[src/rtl/brq_md_iter_ctrl.sv]
// Iterative multiply/divide sequencer: 32-cycle shift-add multiply and restoring divide
// on a shared 33-bit adder, with sign correction and a valid/ack result handshake.
module brq_md_iter_ctrl #(
  parameter bit ZeroShortcut = 1'b1
) (
  input  logic        clk_i,
  input  logic        rst_i,
  input  logic        req_i,
  output logic        ready_o,
  input  logic [1:0]  op_i,
  input  logic [1:0]  signed_mode_i,
  input  logic [31:0] op_a_i,
  input  logic [31:0] op_b_i,
  input  logic        kill_i,
  output logic        valid_o,
  input  logic        ack_i,
  output logic [31:0] result_o,
  output logic        busy_o
);

  localparam logic [1:0] OpMull = 2'd0;
  localparam logic [1:0] OpMulh = 2'd1;
  localparam logic [1:0] OpDiv  = 2'd2;
  localparam logic [1:0] OpRem  = 2'd3;

  localparam logic [2:0] StIdle = 3'd0;
  localparam logic [2:0] StAbs  = 3'd1;
  localparam logic [2:0] StIter = 3'd2;
  localparam logic [2:0] StFix  = 3'd3;
  localparam logic [2:0] StDone = 3'd4;

  logic [2:0]  state_q, state_d;
  logic [1:0]  op_q;
  logic [1:0]  mode_q;
  logic [31:0] a_q, b_q;
  logic [4:0]  cnt_q;
  logic [31:0] hi_q, lo_q;
  logic [31:0] mag_b_q;
  logic [31:0] result_q;

  logic        accept;
  logic        is_mul;
  logic        div_zero;
  logic        neg_a, neg_b;
  logic [31:0] mag_a, mag_b;
  logic [32:0] add_x, add_y;
  logic        add_sub;
  logic [33:0] add_res;
  logic        no_borrow;
  logic [32:0] mul_sum;
  logic [31:0] hi_n, lo_n;
  logic [63:0] prod, prod_s;
  logic [31:0] fix_res;

  assign accept   = (state_q == StIdle) & req_i & ~kill_i;
  assign is_mul   = ~op_q[1];
  assign div_zero = op_q[1] & (b_q == 32'd0);
  assign neg_a    = mode_q[0] & a_q[31];
  assign neg_b    = mode_q[1] & b_q[31];
  // Two's complement negation leaves 0x80000000 unchanged, which is its correct magnitude.
  assign mag_a    = neg_a ? -a_q : a_q;
  assign mag_b    = neg_b ? -b_q : b_q;

  // Shared adder: acc + multiplicand for MUL, {rem, next dividend bit} - divisor for DIV.
  assign add_x     = is_mul ? {1'b0, hi_q} : {hi_q, lo_q[31]};
  assign add_y     = {1'b0, mag_b_q};
  assign add_sub   = ~is_mul;
  assign add_res   = {1'b0, add_x} + {1'b0, (add_sub ? ~add_y : add_y)} + {33'd0, add_sub};
  assign no_borrow = add_res[33];

  always_comb begin
    mul_sum = 33'd0;
    hi_n    = hi_q;
    lo_n    = lo_q;
    if (is_mul) begin
      mul_sum = lo_q[0] ? add_res[32:0] : {1'b0, hi_q};
      hi_n    = mul_sum[32:1];
      lo_n    = {mul_sum[0], lo_q[31:1]};
    end else begin
      hi_n = no_borrow ? add_res[31:0] : add_x[31:0];
      lo_n = {lo_q[30:0], no_borrow};
    end
  end

  assign prod   = {hi_q, lo_q};
  assign prod_s = (neg_a ^ neg_b) ? -prod : prod;

  always_comb begin
    fix_res = 32'd0;
    unique case (op_q)
      OpMull: fix_res = prod_s[31:0];
      OpMulh: fix_res = prod_s[63:32];
      OpDiv:  fix_res = div_zero ? 32'hFFFF_FFFF : ((neg_a ^ neg_b) ? -lo_q : lo_q);
      OpRem:  fix_res = div_zero ? a_q : (neg_a ? -hi_q : hi_q);
      default: fix_res = 32'd0;
    endcase
  end

  always_comb begin
    state_d = state_q;
    if (kill_i) begin
      state_d = StIdle;
    end else begin
      unique case (state_q)
        StIdle: if (req_i) state_d = StAbs;
        // The zero-divisor shortcut still passes through FIX, which applies the override.
        StAbs:  state_d = (ZeroShortcut && div_zero) ? StFix : StIter;
        StIter: if (cnt_q == 5'd31) state_d = StFix;
        StFix:  state_d = StDone;
        StDone: if (ack_i) state_d = StIdle;
        default: state_d = StIdle;
      endcase
    end
  end

  always_ff @(posedge clk_i) begin
    if (rst_i) begin
      state_q  <= StIdle;
      op_q     <= 2'd0;
      mode_q   <= 2'd0;
      a_q      <= 32'd0;
      b_q      <= 32'd0;
      cnt_q    <= 5'd0;
      hi_q     <= 32'd0;
      lo_q     <= 32'd0;
      mag_b_q  <= 32'd0;
      result_q <= 32'd0;
    end else begin
      state_q <= state_d;
      if (accept) begin
        op_q   <= op_i;
        mode_q <= signed_mode_i;
        a_q    <= op_a_i;
        b_q    <= op_b_i;
      end
      if (state_q == StAbs) begin
        hi_q    <= 32'd0;
        lo_q    <= mag_a;
        mag_b_q <= mag_b;
        cnt_q   <= 5'd0;
      end
      if (state_q == StIter) begin
        hi_q  <= hi_n;
        lo_q  <= lo_n;
        cnt_q <= cnt_q + 5'd1;
      end
      if ((state_q == StFix) && !kill_i) begin
        result_q <= fix_res;
      end
    end
  end

  assign ready_o  = (state_q == StIdle);
  assign valid_o  = (state_q == StDone);
  assign busy_o   = (state_q == StAbs) | (state_q == StIter) | (state_q == StFix);
  assign result_o = result_q;

endmodule

[config.mk]
export PLATFORM = sky130hd
export DESIGN_NAME = brq_md_iter_ctrl
export DESIGN_NICKNAME = d
export VERILOG_FILES = /design/src/rtl/brq_md_iter_ctrl.sv
export SDC_FILE = /design/constraint.sdc
export NUM_CORES = 1
export LEC_CHECK = 0
export CORE_UTILIZATION = 40
export DETAILED_ROUTE_END_ITERATION = 7
export PLACE_DENSITY = 0.56
export SLEW_MARGIN = 25
export SYNTH_ARGS = -nofsm -noshare
export SYNTH_HDL_FRONTEND = slang
export SYNTH_SLANG_ARGS = --single-unit
[constraint.sdc]
create_clock -name clk_i -period 7.5 [get_ports clk_i]
set_input_delay 1.5 -clock clk_i [delete_from_list [all_inputs] [get_ports clk_i]]
set_output_delay 1.5 -clock clk_i [all_outputs]
set_load 0.02 [all_outputs]
==> flow_metrics.py <==
metrics = {
    "sta": {
        "slew_headroom_pct": 30.7,
        "max_freq_mhz": 216,
        "rsz0062_at_grt": "no",
        "finalSetupViolations": 0,
        "hold_violations": 0,
        "fin_worst_skew_ns": 0.0293,
        "tightest_slew_ns": 1.03,
        "finalCriticalPeriod_ns": 4.63,
        "fin_tns_setup_ns": 0,
        "holdWs_ns": 0.451,
        "maxSlewViolCount": 0,
        "period_share_pct": 61.7,
    },
    "min_path": {
        "hp-class": "reg2reg",
    },
    "synth": {
        "synth_top_area_cell": "dfxtp_1",
        "synth_seq_area_share_pct": 26.8,
        "netlist_instances": 2046,
        "synth_top_area_share_pct": 26.8,
        "synthDistinctLibCells": 78,
        "postSynth.asyncResetShare_pct": 0,
        "avgSynthCellArea_um2": 7.43,
        "netlist_area_um2": 15200,
        "synth_edf_count": 0,
        "ys_ff_latch": 204,
        "syn_nets": 2157,
        "yosysWarnings": 0,
        "ys.flop_type": "dfxtp_1",
        "synth.area.top_cells": "dfxtp_1 (27%), a21oi_1 (6.7%), nand2_1 (6.4%)",
    },
    "worst_setup_path": {
        "start_kind": "flop",
        "critPathMaxFanout": 59,
        "critical_path_arrival_ns": 5.05,
        "cp_slowest_cell": "dfxtp_4",
        "crit_chain": "buf_12 -> mux2_2 -> ha_1 -> a21oi_1 -> o31ai_2 -> a31oi_1 -> a21boi_0 -> o21ai_0 -> nand2_1 -> or3_1 -> a32o_1",
        "r2r_cells": 11,
        "rr_startpoint": "op_q[1]$_SDFFE_PP0P_",
        "startpoint": "op_q[1]$_SDFFE_PP0P_",
        "regToRegEndpoint": "hi_q[21]$_SDFFE_PP0P_",
        "end_kind": "flop",
        "max_stage_delay_ns": 0.72,
        "crit_type": "reg2reg",
        "required_ns": 7.92,
        "crit_end": "hi_q[21]$_SDFFE_PP0P_",
        "reg2reg_slack_ns": 2.87,
    },
    "routing": {
        "via_count": 15400,
        "post_drt_wl_per_cell_um": 21.7,
        "ant_nets": 0,
        "wirelength_um": 55100,
        "drc": 0,
        "drt_iter0_markers": 1501,
        "routed_via_density": 6.04,
        "firstDrtPassIters": 7,
    },
    "cts": {
        "cts_buffer_depth": 3,
        "cts_buffers": 25,
        "ctsResizeCount": 0,
        "h-tree-depth": 1,
        "cts.clk_slew.worst_paths_ns": 0.06,
        "post-cts-setup-buffers": 0,
        "clock_latency_ns": 0.55,
        "ctsHoldBuffers": 0,
        "clock_sinks": 204,
        "root_buffer": "clkbuf_16",
        "cts_tree": "done",
    },
    "placement": {
        "port_buffers": 107,
        "dp_cells": 2503,
        "place_area_um2": 16400,
        "place_congestion": 0.955,
        "dp_hpwl_um": 39400,
    },
    "die": {
        "die_w_um": 197,
        "rows": 71,
        "top_level_ports": 108,
        "initial_core_util_pct": 40.5,
        "dieArea_um2": 38800,
        "core_um2": 37600,
        "die_y_um": 197,
    },
    "global_routing": {
        "grt_max_degree": 91,
        "grt_pass1_wl_um": 85100,
        "grt_pass1_vias": 14100,
        "track_usage_pct": 27.9,
        "grt_remaining_overflow": 0,
        "antenna_found_initial": 0,
    },
    "pwr": {
        "ir_worst_vdd_v": 0.000140,
        "total_power_mw": 3.01,
        "leakage_nw": 6.37,
        "power_density_nw_per_um2": 174,
    },
    "layout": {
        "final_common_cell": "nand2_1",
        "area_delta_synth_final_pct": 14.0,
        "final-instance-count-excl-fill": 2546,
        "n_antenna_cell": 0,
        "nets": 2130,
        "final_area_um2": 17300,
        "layout-drive-gt1-share_pct": 7.13,
        "final_cell_mix": "nand2_1 (258), a21oi_1 (204), dfxtp_1 (203), nor2_1 (179), o21ai_0 (108)",
        "n_fill_cell": 3863,
    },
    "status": {
        "outcome": "finished clean",
    },
    "flow_run": {
        "maxCapViolCount": 0,
    },
}
## how the worst min path moves through the flow
stage,cells after the start,slack [ns],start,end
after detailed placement,1,0.45,result_o[15]$_SDFFE_PP0P_,result_o[15]$_SDFFE_PP0P_
final,1,0.45,result_o[15]$_SDFFE_PP0P_,result_o[15]$_SDFFE_PP0P_
after floorplan,2,0.44,mag_b_q[15]$_SDFFE_PP0P_,mag_b_q[15]$_SDFFE_PP0P_
after CTS,1,0.46,result_o[15]$_SDFFE_PP0P_,result_o[15]$_SDFFE_PP0P_
after global routing,1,0.48,result_o[15]$_SDFFE_PP0P_,result_o[15]$_SDFFE_PP0P_
after global placement,1,0.44,result_o[7]$_SDFFE_PP0P_,result_o[7]$_SDFFE_PP0P_
## synthesized netlist by cell type, types with 14 or more instances
cell type and number:
ha_1 37, clkbuf_1 165, mux2_2 34, mux2i_1 29, a211oi_1 93, nor3_1 41, nand2_1 258, a21o_1 24
nand2b_1 14, buf_1 17, a22o_1 14, nor2_1 180, nand3_1 28, inv_1 26, o21ai_0 108, o31ai_1 41
nor4_1 25, nor2b_1 17, a21oi_1 204, xnor2_1 96, xor2_1 95, or3_1 30, dfxtp_1 204, a31oi_1 27
## cell type report
cell class,count,area (µm²),share of cell area [%]
Inverter,26,97.6,0.563
Multi-Input combinational cell,1627,10300,59.5
Tap cell,511,639,3.69
Timing Repair Buffer,135,1290,7.44
Clock inverter,14,211,1.22
Sequential cell,204,4090,23.6
Clock buffer,29,692,3.99
## sequential cells by signal, indices dropped and copies added, names as in the netlist
register / flops
lo_q: 32
mode_q: 2
a_q: 32
op_q: 2
cnt_q: 5
result_o: 32
state_q: 3
hi_q: 32
b_q: 32
mag_b_q: 32
## cells by family (layout without fill, tap and decap cells)
logic type	count (synthesis)	count (layout)	share of synthesized area [%]
buffers and inverters	215	204	5.49
and+or+nand+nor	677	677	20.9
muxes	63	63	4.43
DFF	204	204	26.8
AOI/OAI and AO/OA	658	658	28.2
xor gates and xnor gates	191	191	11.0
adders and majority gates	38	38	3.18
## through the flow
step	util [%]	worst slack (ns)
6_report	46.2	2.87
3_3_place_gp	43.7	3.08
4_1_cts	46.2	3.02
5_1_grt	46.2	2.62
2_1_floorplan	-	3.13
3_5_place_dp	43.8	3.03
## where the power goes
part / internal, mW / switching [mW]
sequential: 1.12 / 0.0594
combinational: 0.179 / 0.313
clock: 0.830 / 0.514
total: 2.13 / 0.887
## worst max-delay path: cells and delay by family (launching register included)
kind | cells | cell delay, ns
and+or+nand+nor | 2 | 1.05
muxes | 1 | 0.39
DFF | 1 | 0.72
buffers and inverters | 1 | 0.39
adders and majority gates | 1 | 0.36
AOI/OAI and AO/OA | 6 | 1.59
## routing by layer
layer | track usage (%) | part of all wire (%) | routed length [µm]
met5 | 0 | 0 | 0
met4 | 8.10 | 2.9 | 1590
met3 | 5.12 | 8.9 | 4920
met2 | 40.3 | 41 | 22700
met1 | 41.6 | 47 | 25900
Power figures use the tool's default switching activity.
